===== src/rtl/if_fetch_unit_if.sv =====
// Fetch-stage bundle: PC load path, imem request/response and IF/ID handshake.
// The master side is the fetch unit; the slave side is its environment.
interface if_fetch_unit_if #(
    parameter int WIDTH  = 32,
    parameter int INST_W = 32
);
    logic              pc_load;
    logic [WIDTH-1:0]  pc_addr;
    logic [WIDTH-1:0]  nxt_pc;
    logic              redirect_valid;
    logic [WIDTH-1:0]  redirect_target;
    logic              imem_req_valid;
    logic [WIDTH-1:0]  imem_req_addr;
    logic              imem_req_ready;
    logic              imem_rsp_valid;
    logic [INST_W-1:0] imem_rsp_data;
    logic              id_valid;
    logic [INST_W-1:0] id_inst;
    logic [WIDTH-1:0]  id_pc;
    logic [WIDTH-1:0]  id_pc_plus4;
    logic              id_ready;

    modport master (
        input  pc_addr, redirect_valid, redirect_target,
        input  imem_req_ready, imem_rsp_valid, imem_rsp_data, id_ready,
        output pc_load, nxt_pc, imem_req_valid, imem_req_addr,
        output id_valid, id_inst, id_pc, id_pc_plus4
    );

    modport slave (
        output pc_addr, redirect_valid, redirect_target,
        output imem_req_ready, imem_rsp_valid, imem_rsp_data, id_ready,
        input  pc_load, nxt_pc, imem_req_valid, imem_req_addr,
        input  id_valid, id_inst, id_pc, id_pc_plus4
    );
endinterface


===== src/rtl/if_fetch_unit.sv =====
// Instruction fetch stage: one outstanding imem request, IF/ID register
// with a one-entry skid buffer, and branch/jump redirect with response drain.
module if_fetch_unit #(
    parameter int WIDTH  = 32,
    parameter int INST_W = 32
) (
    input  logic              clk,
    input  logic              rst,
    if_fetch_unit_if.master   bus
);
    typedef enum logic [1:0] {REQ, WAIT, HOLD, DRAIN} state_t;

    state_t            state, state_nxt;
    logic              id_valid_q;
    logic [INST_W-1:0] id_inst_q;
    logic [WIDTH-1:0]  id_pc_q;
    logic [WIDTH-1:0]  id_pc_plus4_q;
    logic [INST_W-1:0] skid_inst;
    logic [WIDTH-1:0]  skid_pc;

    logic              id_free;
    logic              load_id;
    logic              load_skid;
    logic              skid_to_id;
    logic [WIDTH-1:0]  pc_plus4;
    logic [WIDTH-1:0]  tgt_aligned;

    assign id_free     = !id_valid_q || bus.id_ready;
    assign pc_plus4    = bus.pc_addr + WIDTH'(4);
    assign tgt_aligned = {bus.redirect_target[WIDTH-1:2], 2'b00};

    always_comb begin
        state_nxt          = state;
        bus.pc_load        = 1'b0;
        bus.nxt_pc         = pc_plus4;
        bus.imem_req_valid = 1'b0;
        load_id            = 1'b0;
        load_skid          = 1'b0;
        skid_to_id         = 1'b0;
        if (rst) begin
            state_nxt = REQ;
        end else if (bus.redirect_valid) begin
            bus.pc_load = 1'b1;
            bus.nxt_pc  = tgt_aligned;
            // A response arriving with the redirect retires the outstanding request.
            unique case (state)
                WAIT, DRAIN: state_nxt = bus.imem_rsp_valid ? REQ : DRAIN;
                default:     state_nxt = REQ;
            endcase
        end else begin
            unique case (state)
                REQ: begin
                    bus.imem_req_valid = 1'b1;
                    if (bus.imem_req_ready) state_nxt = WAIT;
                end
                WAIT: begin
                    if (bus.imem_rsp_valid) begin
                        bus.pc_load = 1'b1;
                        if (id_free) begin
                            load_id   = 1'b1;
                            state_nxt = REQ;
                        end else begin
                            load_skid = 1'b1;
                            state_nxt = HOLD;
                        end
                    end
                end
                HOLD: begin
                    if (bus.id_ready) begin
                        skid_to_id = 1'b1;
                        state_nxt  = REQ;
                    end
                end
                DRAIN: begin
                    if (bus.imem_rsp_valid) state_nxt = REQ;
                end
                default: state_nxt = REQ;
            endcase
        end
    end

    always_ff @(posedge clk) begin
        if (rst) state <= REQ;
        else     state <= state_nxt;
    end

    always_ff @(posedge clk) begin
        if (rst) begin
            id_valid_q    <= 1'b0;
            id_inst_q     <= '0;
            id_pc_q       <= '0;
            id_pc_plus4_q <= '0;
        end else if (bus.redirect_valid) begin
            id_valid_q <= 1'b0;
        end else if (load_id) begin
            id_valid_q    <= 1'b1;
            id_inst_q     <= bus.imem_rsp_data;
            id_pc_q       <= bus.pc_addr;
            id_pc_plus4_q <= pc_plus4;
        end else if (skid_to_id) begin
            id_valid_q    <= 1'b1;
            id_inst_q     <= skid_inst;
            id_pc_q       <= skid_pc;
            id_pc_plus4_q <= skid_pc + WIDTH'(4);
        end else if (id_valid_q && bus.id_ready) begin
            id_valid_q <= 1'b0;
        end
    end

    always_ff @(posedge clk) begin
        if (rst) begin
            skid_inst <= '0;
            skid_pc   <= '0;
        end else if (load_skid) begin
            skid_inst <= bus.imem_rsp_data;
            skid_pc   <= bus.pc_addr;
        end
    end

    assign bus.imem_req_addr = bus.pc_addr;
    assign bus.id_valid      = id_valid_q;
    assign bus.id_inst       = id_inst_q;
    assign bus.id_pc         = id_pc_q;
    assign bus.id_pc_plus4   = id_pc_plus4_q;
endmodule


===== src/flat_wrapper.sv =====
// flat-port wrapper written by rule: the top's interface ports become plain ports
module if_fetch_unit_flat 
#(
    parameter int WIDTH  = 32,
    parameter int INST_W = 32
)
  (clk, rst, bus_pc_addr, bus_redirect_valid, bus_redirect_target, bus_imem_req_ready, bus_imem_rsp_valid, bus_imem_rsp_data, bus_id_ready, bus_pc_load, bus_nxt_pc, bus_imem_req_valid, bus_imem_req_addr, bus_id_valid, bus_id_inst, bus_id_pc, bus_id_pc_plus4);
  if_fetch_unit_if #(.WIDTH(WIDTH), .INST_W(INST_W)) bus_i ();
  input  logic clk;
  input  logic rst;
  input wire logic [$bits(bus_i.pc_addr)-1:0] bus_pc_addr;
  input wire logic [$bits(bus_i.redirect_valid)-1:0] bus_redirect_valid;
  input wire logic [$bits(bus_i.redirect_target)-1:0] bus_redirect_target;
  input wire logic [$bits(bus_i.imem_req_ready)-1:0] bus_imem_req_ready;
  input wire logic [$bits(bus_i.imem_rsp_valid)-1:0] bus_imem_rsp_valid;
  input wire logic [$bits(bus_i.imem_rsp_data)-1:0] bus_imem_rsp_data;
  input wire logic [$bits(bus_i.id_ready)-1:0] bus_id_ready;
  output wire logic [$bits(bus_i.pc_load)-1:0] bus_pc_load;
  output wire logic [$bits(bus_i.nxt_pc)-1:0] bus_nxt_pc;
  output wire logic [$bits(bus_i.imem_req_valid)-1:0] bus_imem_req_valid;
  output wire logic [$bits(bus_i.imem_req_addr)-1:0] bus_imem_req_addr;
  output wire logic [$bits(bus_i.id_valid)-1:0] bus_id_valid;
  output wire logic [$bits(bus_i.id_inst)-1:0] bus_id_inst;
  output wire logic [$bits(bus_i.id_pc)-1:0] bus_id_pc;
  output wire logic [$bits(bus_i.id_pc_plus4)-1:0] bus_id_pc_plus4;
  assign bus_i.pc_addr = bus_pc_addr;
  assign bus_i.redirect_valid = bus_redirect_valid;
  assign bus_i.redirect_target = bus_redirect_target;
  assign bus_i.imem_req_ready = bus_imem_req_ready;
  assign bus_i.imem_rsp_valid = bus_imem_rsp_valid;
  assign bus_i.imem_rsp_data = bus_imem_rsp_data;
  assign bus_i.id_ready = bus_id_ready;
  assign bus_pc_load = bus_i.pc_load;
  assign bus_nxt_pc = bus_i.nxt_pc;
  assign bus_imem_req_valid = bus_i.imem_req_valid;
  assign bus_imem_req_addr = bus_i.imem_req_addr;
  assign bus_id_valid = bus_i.id_valid;
  assign bus_id_inst = bus_i.id_inst;
  assign bus_id_pc = bus_i.id_pc;
  assign bus_id_pc_plus4 = bus_i.id_pc_plus4;
  if_fetch_unit #(.WIDTH(WIDTH), .INST_W(INST_W)) u_core (.clk(clk), .rst(rst), .bus(bus_i));
endmodule

===== config.mk =====
export PLATFORM = sky130hd
export DESIGN_NAME = if_fetch_unit_flat
export DESIGN_NICKNAME = d
export VERILOG_FILES = /design/src/rtl/if_fetch_unit_if.sv /design/src/rtl/if_fetch_unit.sv /design/src/flat_wrapper.sv
export SDC_FILE = /design/constraint.sdc
export NUM_CORES = 1
export LEC_CHECK = 0
export BUFFER_PORTS_ARGS = -buffer_cell sky130_fd_sc_hd__buf_2
export CAP_MARGIN = 10
export CORE_AREA = 2 2 138 140
export CTS_BUF_LIST = sky130_fd_sc_hd__clkbuf_2
export CTS_CLUSTER_DIAMETER = 200
export DETAILED_ROUTE_END_ITERATION = 7
export DIE_AREA = 0 0 140 142
export PLACE_DENSITY = 0.71
export SYNTH_ARGS = -nofsm -noshare
export SYNTH_HDL_FRONTEND = slang
export SYNTH_SLANG_ARGS = --single-unit

===== constraint.sdc =====
create_clock -name clk -period 5.2 [get_ports clk]
set_input_delay 0.78 -clock clk [delete_from_list [all_inputs] [get_ports clk]]
set_output_delay 0.78 -clock clk [all_outputs]
set_load 0.02 [all_outputs]

==> results of run 1 <==
## synthesized netlist by cell type (3+ instances only)
library cell	n
nand2_1	284
dfxtp_1	161
nor2_1	111
o21ai_0	75
a311oi_1	64
clkbuf_1	53
nand3_1	40
a21oi_1	39
buf_4	35
buf_2	22
xnor2_1	19
xor2_1	18
nor3_1	17
nand4_1	14
nor4_1	13
inv_1	12
and3_1	11
buf_1	11
a31oi_1	9
o31ai_1	8
and4_1	7
and2_1	6
a211oi_1	5
a31o_2	5
or3_1	5
or4_1	5
a221oi_1	4
nor2b_1	4
o211ai_1	4
a21boi_0	3
nor3b_1	3
nor4b_1	3
## power groups by stage
stage	Sequential [mW]	Combinational, mW	Clock [mW]
finish	1.26	0.282	0.639
global route	1.26	0.305	0.705
CTS	1.26	0.284	0.659
detailed placement	1.28	0.283	0
global placement	1.28	0.281	0
floorplan	1.29	0.159	0
## worst max-delay path, delay by kind of cell
kind,cells,cell delay [ns]
XOR/XNOR,1,0.27
buffers and inverters,2,0.38
adder cells (fa/ha/maj),1,0.27
AO/OA/AOI/OAI,1,0.10
AND/OR/NAND/NOR,3,1.26
## cells by family (layout without fill, tap and decap cells)
logic type                 count (synthesis)  after routing
muxes                                      4              4
xor gates and xnor gates                  37             37
AOI/OAI and AO/OA                        231            231
and+or+nand+nor                          532            532
other                                      0              1
buffers and inverters                    135            321
DFF                                      161            161
adders and majority gates                  2              2
## through the flow
step	cells	area [µm²]	hold WS (ns)	setup WS, ns	total power [mW]
after global routing	1523	9520	0.125	1.22	2.27
after global placement	1490	9300	0.440	1.48	1.56
after CTS	1522	9510	0.146	1.43	2.20
after floorplan	1102	8170	0.436	1.96	1.45
after detailed placement	1490	9300	0.442	1.45	1.56
final	1523	9520	0.230	1.34	2.18
## registers in the layout, indices dropped and copies added (netlist names)
name,cells
u_core.bus.id_inst,32
u_core.bus.id_pc_plus4,32
u_core.skid_inst,32
u_core.skid_pc,32
u_core.bus.id_pc,30
u_core.state,2
u_core.bus.id_valid,1
## cell usage in the layout (no fill, tap or decap), drive strengths merged, types with 3 or more instances in the layout
cell / netlist / final
nand4: 15 / 15
and2: 6 / 6
xor2: 18 / 18
xnor2: 19 / 19
and4: 7 / 7
and3: 11 / 11
a311oi: 64 / 64
a221oi: 4 / 4
nor4b: 3 / 3
dfxtp: 161 / 161
or4: 6 / 6
a211oi: 5 / 5
nor3: 18 / 18
nand3: 40 / 40
nor2b: 4 / 4
clkbuf: 54 / 17
clkinv: 1 / 4
nand2: 285 / 285
or3: 5 / 5
nor3b: 3 / 3
buf: 68 / 276
a31oi: 9 / 9
a21boi: 3 / 3
clkinvlp: 0 / 3
nor4: 14 / 14
inv: 12 / 21
o31ai: 8 / 8
o21ai: 75 / 75
a21oi: 39 / 39
o211ai: 4 / 4
a31o: 6 / 6
nor2: 111 / 111
## worst paths after layout
check,to,slack (ns)
setup / recovery,bus_nxt_pc[30],1.34
hold / removal,u_core.skid_inst[11],0.23
setup reg to reg,u_core.bus.id_pc_plus4[20],2.35
hold reg to reg,u_core.bus.id_inst[17],0.44
## layout make-up
cell class / instances / area, µm² / area share
multi-input combinational: 806 / 4320 / 0.454
sequential: 161 / 3220 / 0.339
timing repair buffer: 276 / 1420 / 0.149
tap: 234 / 293 / 0.0308
clock inverter: 15 / 124 / 0.0130
clock buffer: 17 / 85.1 / 0.00894
inverter: 13 / 48.8 / 0.00513
antenna: 1 / 2.50 / 0.000263
## routing by layer
metal	up-vias	routed length [µm]	track usage
met5	-	0	0
met4	0	465	0.0776
met3	34	1560	0.0501
met2	325	11400	0.409
met1	3859	11000	0.314
li1	4155	-	-
==> impl_metrics.tcl, run 1 <==
set metrics [dict create \
    die-width_um 140 \
    worstMarginPinSlew_ns 1.31 \
    worst-setup-path-type "in2out" \
    pwr_density_cell_nw_per_um2 229 \
    post_cts_resized 0 \
    hold_path_startpoint "bus_imem_rsp_data[11]" \
    critPathLaunch "bus_pc_addr[2]" \
    max_freq_ghz 0.259 \
    data_arrival_time_of_the_worst_path_ns 3.08 \
    fraction_of_power_spent_switching_nets 0.319 \
    synth_top_area_frac 0.395 \
    yosysTopAreaCell "dfxtp_1" \
    area_of_the_mapped_netlist_um2 8170 \
    synth_simple_gate_area_frac 0.286 \
    avgSynthCellArea_um2 7.41 \
    nets 1379 \
    crit_path_required_time_ns 4.42 \
    drtPass1Iterations 8 \
    clock_tree_root_driver_cell "clkbuf_2" \
    cts_setup_buffers 0 \
    synth_edf_count 0 \
    p_int_mw 1.48 \
    end_kind "primary output" \
    die_area_um2 19900 \
    worst_hold_path_cells 3 \
    overflow 0 \
    syn_inst 1102 \
    synth.top_cells.by_area "dfxtp_1 (39%), nand2_1 (13%), a311oi_1 (6.9%), nor2_1 (5.1%), o21ai_0 (4.6%)" \
    adder_and_majority_gate_portion_of_the_synthesized_area 0.00306 \
    finalCritPeriodShare 0.741 \
    crit_path_top_delay_cell "nor3_2" \
    finalSetupTns_ns 0 \
    clock_sink_count 161 \
    synth-async-reset-ratio 0 \
    post_synthesis_compound_gate_area_fraction 0.190 \
    total_vias_in_the_final_route 8373 \
    holdCritPathClass "in2reg" \
    clock_path_buffers 2 \
    timing.slew.headroom 0.119 \
    share_comb_of_total_power 0.130 \
    post_cts_hold_buffer_count 0 \
    yosysUniqueCellTypes 56 \
    rsz0062_at_grt "false" \
    placed_wire_length_estimate_after_detailed_placement_mm 16.3 \
    maximum_resistive_drop_on_vdd_v 0.000114 \
    violations "design-rule violations" \
    placementRows 50 \
    worst-r2r-cell-count 6 \
    wire_per_inst_um 16.1 \
    path_clk_slew_ns 0.26 \
    detailedRoute.firstIterationViolations 565 \
    rr_startpoint "u_core.skid_pc[2]" \
    crit_path_largest_cell_delay_ns 0.76 \
    final_core_utilization 0.516 \
    muxShareOfSynthArea 0.00521 \
    synth_xor_area_frac 0.0397 \
    worstPathMaxFanout 10 \
    cts_tree "built" \
    first_global_vias 7745 \
    grt_pass1_wl_mm 39.1 \
    antenna_found_initial 1 \
    yosysSeqAreaShare 0.395 \
    insertion_delay_ns 0.74 \
    avgViaCountPerCell 5.50 \
    postSynthNetCount 1206 \
    postRouteAntennaNets 0 \
    start_util 0.443 \
    synth.yosys.warnings 0 \
    pin_count_of_the_biggest_net_entering_global_routing 95 \
    final_layout_size_suffix_gt1_frac 0.255 \
    fillerInstances 1840 \
    design.core.area_um2 18500 \
    seqPwrFrac 0.577 \
    power.clock.fraction 0.293 \
    globalRouteTotalUtil 0.243 \
    area_growth_pct 16.5 \
    net-switching-power_mw 0.694 \
    synth_top_family_by_area "simple AND/OR/NAND/NOR gates" \
    number_of_buffer_cells_added_on_primary_ports 262 \
    final-hold-violation-count 0 \
    timing.final.setup_violations 0 \
    post-route-min-period_ns 3.86 \
    clock_skew_ns 0.0471 \
    pin_count 265 \
    route.final.wire_length_mm 24.4 \
    numCtsBuffers 17 \
    ordered_list_of_cells_on_the_worst_path "buf_2 -> ha_1 -> nand3_1 -> nor3_2 -> nand3_1 -> xor2_1 -> a21oi_1 -> buf_2" \
    drc 15 \
    final-max-slew-violation-count 0 \
    leakage_nw 3.60 \
    critPathLaunchType "input port" \
    ctsHtreeMaxLevel 4 \
    synthFlopType "dfxtp_1" \
    ys_ff_latch 161 \
    max_cap_violations 0 \
    gpl.final_weighted_congestion 0.880 \
    die-height_um 142 \
    status "complete, but fails checks" \
]
(Power assumes the default switching activity.)
==> inputs of run 2 (changes only) <==
PLACE_DENSITY = 0.74   (was 0.71)
clock period = 3.4 ns   (was 5.2 ns; I/O delays follow)
==> impl_metrics.tcl, run 2 (synthesis results as in run 1) <==
set metrics [dict create \
    timing.final.setup_violations 0 \
    status "complete, but fails checks" \
    postRouteAntennaNets 0 \
    end_kind "primary output" \
    critPathLaunchType "input port" \
    holdWs_ns 0.0707 \
    most-common-layout-cells "nand2_1 (283), buf_2 (260), dfxtp_1 (161)" \
    grt_pass1_wl_mm 41.1 \
    p_int_mw 2.61 \
    overflow 0 \
    pin_count_of_the_biggest_net_entering_global_routing 92 \
    number_of_buffer_cells_added_on_primary_ports 262 \
    final_common_cell "nand2_1" \
    net-switching-power_mw 1.08 \
    clock_path_buffers 2 \
    clock_sink_count 161 \
    final_core_utilization 0.560 \
    die_area_um2 19900 \
    design.core.area_um2 18500 \
    nets 1451 \
    fraction_of_power_spent_switching_nets 0.292 \
    start_util 0.443 \
    ctsHtreeMaxLevel 4 \
    first_global_vias 8154 \
    drtPass1Iterations 8 \
    globalRouteTotalUtil 0.254 \
    pwr_density_cell_nw_per_um2 357 \
    maximum_resistive_drop_on_vdd_v 0.000206 \
    final_layout_size_suffix_gt1_frac 0.251 \
    cts_tree "built" \
    gpl.final_weighted_congestion 0.865 \
    crit_path_required_time_ns 2.89 \
    die-height_um 142 \
    worstPathMaxFanout 10 \
    worstMarginPinSlew_ns 0.992 \
    die-width_um 140 \
    final-hold-violation-count 0 \
    violations "design-rule violations" \
    data_arrival_time_of_the_worst_path_ns 2.76 \
    rsz0062_at_grt "false" \
    path_clk_slew_ns 0.23 \
    clock_tree_root_driver_cell "clkbuf_2" \
    detailedRoute.firstIterationViolations 614 \
    insertion_delay_ns 0.76 \
    finalSetupTns_ns 0 \
    drc 17 \
    clock_skew_ns 0.0382 \
    area_growth_pct 26.5 \
    share_comb_of_total_power 0.134 \
    placementRows 50 \
    leakage_nw 3.95 \
    post-route-min-period_ns 3.27 \
    seqPwrFrac 0.521 \
    max_freq_ghz 0.306 \
    avgViaCountPerCell 5.51 \
    final-max-slew-violation-count 0 \
    antenna_found_initial 1 \
    wire_per_inst_um 15.9 \
    total_vias_in_the_final_route 8796 \
    pin_count 265 \
    max_cap_violations 0 \
    numCtsBuffers 17 \
    worst-setup-path-type "in2out" \
    placed_wire_length_estimate_after_detailed_placement_mm 16.6 \
    power.clock.fraction 0.344 \
    timing.slew.headroom 0.338 \
    holdCritPathClass "in2reg" \
    route.final.wire_length_mm 25.4 \
    finalCritPeriodShare 0.962 \
]
run 2: per-layer routing:
| metal | track usage | vias up | part of all wire |
|---|---|---|---|
| met3 | 0.0478 | 47 | 0.073 |
| met2 | 0.431 | 350 | 0.49 |
| met4 | 0.0925 | 0 | 0.022 |
| met5 | 0 | - | 0 |
| met1 | 0.323 | 4095 | 0.42 |
| li1 | - | 4304 | - |
run 2: power groups by stage:
stage	clock [mW]	sequential, mW	combinational, mW
floorplan	0	1.97	0.243
global placement	0	1.95	0.430
detailed placement	0	1.95	0.435
CTS	1.29	1.92	0.491
global route	1.37	1.92	0.533
finish	1.27	1.92	0.496
run 2: metrics by stage:
stage / total power [mW] / worst slack [ns] / std cells / cell area, µm²
2_1_floorplan: 2.22 / 0.705 / 1102 / 8170
3_3_place_gp: 2.38 / 0.534 / 1498 / 9370
3_5_place_dp: 2.39 / 0.468 / 1498 / 9370
4_1_cts: 3.70 / 0.0987 / 1592 / 10300
5_1_grt: 3.83 / 0.00862 / 1595 / 10300
6_report: 3.68 / 0.131 / 1595 / 10300
run 2: worst max-delay path, stage by stage:
cell and delay [ns]:
dlygate4sd3_1 0.54, clkbuf_4 0.21, and4_2 0.29, nor4b_2 0.23
buf_4 0.23, nor4b_1 0.32, nor2_1 0.10, a21oi_1 0.15
buf_2 0.18
run 2: repair_timing:
item                                   4_1_cts  5_1_grt
buffers inserted                             0        2
endpoints found under the hold margin      117        0
hold buffers                                62        0
gates resized for setup                      0        4
setup endpoints to repair                    0        3
run 2: final cells by class:
type | count | area (µm²)
Multi-Input combinational cell | 806 | 4330
Timing Repair Buffer | 348 | 2130
Clock inverter | 15 | 218
Inverter | 13 | 48.8
Clock buffer | 17 | 85.1
Sequential cell | 161 | 3220
Fill cell | 1731 | 8130
Antenna cell | 1 | 2.50
Tap cell | 234 | 293
run 2: worst paths after layout:
path	startpoint	to	slack (ns)	depth (start not counted)
setup / recovery	bus_pc_addr[4]	bus_nxt_pc[21]	0.13	9
setup reg to reg	u_core.state[0]	u_core.bus.id_pc_plus4[16]	0.77	5
hold reg to reg	u_core.bus.id_pc_plus4[7]	u_core.bus.id_pc_plus4[7]	0.46	2
hold / removal	bus_pc_addr[23]	u_core.skid_pc[23]	0.07	3
==> inputs of run 3 (changes only) <==
CORE_AREA = 2 2 105 184   (was 2 2 138 140)
DIE_AREA = 0 0 107 186   (was 0 0 140 142)
==> impl_metrics.tcl, run 3 (synthesis results as in run 1) <==
set metrics [dict create \
    final_common_cell "nand2_1" \
    end_kind "primary output" \
    placementRows 66 \
    worstPathMaxFanout 7 \
    wire_per_inst_um 16.7 \
    final-max-slew-violation-count 0 \
    drc 0 \
    overflow 0 \
    insertion_delay_ns 0.75 \
    finalCritPeriodShare 0.983 \
    pin_count 265 \
    grt_pass1_wl_mm 41.3 \
    final_layout_size_suffix_gt1_frac 0.248 \
    worstMarginPinSlew_ns 0.980 \
    avgViaCountPerCell 5.53 \
    ctsHtreeMaxLevel 4 \
    post-route-min-period_ns 3.34 \
    design.core.area_um2 18400 \
    timing.slew.headroom 0.346 \
    crit_path_required_time_ns 2.89 \
    critPathLaunchType "input port" \
    timing.final.setup_violations 0 \
    placed_wire_length_estimate_after_detailed_placement_mm 17.6 \
    maximum_resistive_drop_on_vdd_v 0.000164 \
    clock_tree_root_driver_cell "clkbuf_2" \
    crit_path_largest_cell_delay_ns 0.56 \
    finalSetupTns_ns 0 \
    finish.cell_count_without_fillers 1593 \
    gpl.final_weighted_congestion 0.897 \
    leakage_nw 3.92 \
    first_global_vias 8336 \
    design_power_total_mw 3.52 \
    share_comb_of_total_power 0.142 \
    data_arrival_time_of_the_worst_path_ns 2.83 \
    number_of_buffer_cells_added_on_primary_ports 262 \
    postRouteAntennaNets 0 \
    power.clock.fraction 0.312 \
    path_clk_slew_ns 0.23 \
    cts_tree "built" \
    pwr_density_cell_nw_per_um2 343 \
    crit_path_frequent_cell "buf_2" \
    net-switching-power_mw 1.07 \
    rsz0062_at_grt "false" \
    drtPass1Iterations 5 \
    antenna_found_initial 2 \
    nets 1445 \
    pin_count_of_the_biggest_net_entering_global_routing 93 \
    crit_path_top_delay_cell "nor3_1" \
    holdCritPathClass "in2reg" \
    globalRouteTotalUtil 0.262 \
    fraction_of_power_spent_switching_nets 0.304 \
    max_freq_ghz 0.299 \
    clock_path_buffers 2 \
    area_growth_pct 25.7 \
    final-hold-violation-count 0 \
    worst-setup-path-type "in2out" \
    holdWs_ns 0.0634 \
    max_cap_violations 0 \
    clock_sink_count 161 \
    p_int_mw 2.45 \
    ordered_list_of_cells_on_the_worst_path "dlygate4sd3_1 -> buf_2 -> nand4_1 -> nor3_1 -> nand3_1 -> xor2_1 -> a21oi_1 -> buf_2" \
    final_core_utilization 0.558 \
    die-height_um 186 \
    die-width_um 107 \
    numCtsBuffers 17 \
    start_util 0.444 \
    detailedRoute.firstIterationViolations 439 \
    dp.cells 1500 \
    die_area_um2 19900 \
    route.final.wire_length_mm 26.5 \
    seqPwrFrac 0.546 \
    clock_skew_ns 0.0302 \
    status "finished clean" \
    total_vias_in_the_final_route 8815 \
    most-common-layout-cells "nand2_1 (283), buf_2 (261), dfxtp_1 (161)" \
]
run 3: layout make-up:
class                      count  area [µm²]
clock buffer                  17        85.1
tap                          238         298
clock inverter                15         160
fill                        1753        8150
antenna                        1        2.50
multi-input combinational    806        4330
inverter                      13        48.8
timing repair buffer         342        2120
sequential                   161        3220
run 3: metal layers:
metal / GRT usage / routed length (µm) / up-vias
met5: 0 / 0 / -
met4: 0.158 / 1220 / 0
met3: 0.0448 / 1500 / 85
met2: 0.482 / 13800 / 339
met1: 0.275 / 10000 / 4108
li1: - / - / 4283
run 3: worst paths after layout:
kind	start	slack [ns]	end	cells after the start
max	bus_pc_addr[18]	0.06	bus_nxt_pc[26]	8
min	bus_pc_addr[9]	0.06	u_core.skid_pc[9]	3
min reg2reg	u_core.skid_inst[25]	0.47	u_core.bus.id_inst[25]	2
max reg2reg	u_core.skid_pc[2]	0.71	u_core.bus.id_pc_plus4[28]	6
run 3: per-stage QoR:
step	setup WS (ns)	area (µm²)
detailed placement	0.540	9420
finish	0.0581	10300
floorplan	0.705	8170
global placement	0.582	9420
CTS	0.0223	10200
global route	0.00942	10300
run 3: critical path: cells and delay by family:
family / cells / cell delay [ns]
AOI/OAI and AO/OA: 1 / 0.11
buffers and inverters: 3 / 0.90
and+or+nand+nor: 3 / 0.98
xor gates and xnor gates: 1 / 0.31
run 3: power by group through the flow:
stage	Clock, mW	Combinational (mW)	Sequential (mW)
3_3_place_gp	0	0.439	1.96
4_1_cts	1.13	0.494	1.92
5_1_grt	1.21	0.536	1.93
3_5_place_dp	0	0.442	1.96
6_report	1.10	0.499	1.92
2_1_floorplan	0	0.243	1.97
run 3: what timing repair did:
| action | 4_1_cts | 5_1_grt |
|---|---|---|
| hold buffers | 57 | 2 |
| endpoints found under the setup margin | 0 | 8 |
| endpoints found under the hold margin | 101 | 2 |
| gates resized for setup | 0 | 1 |
| setup buffers | 0 | 1 |
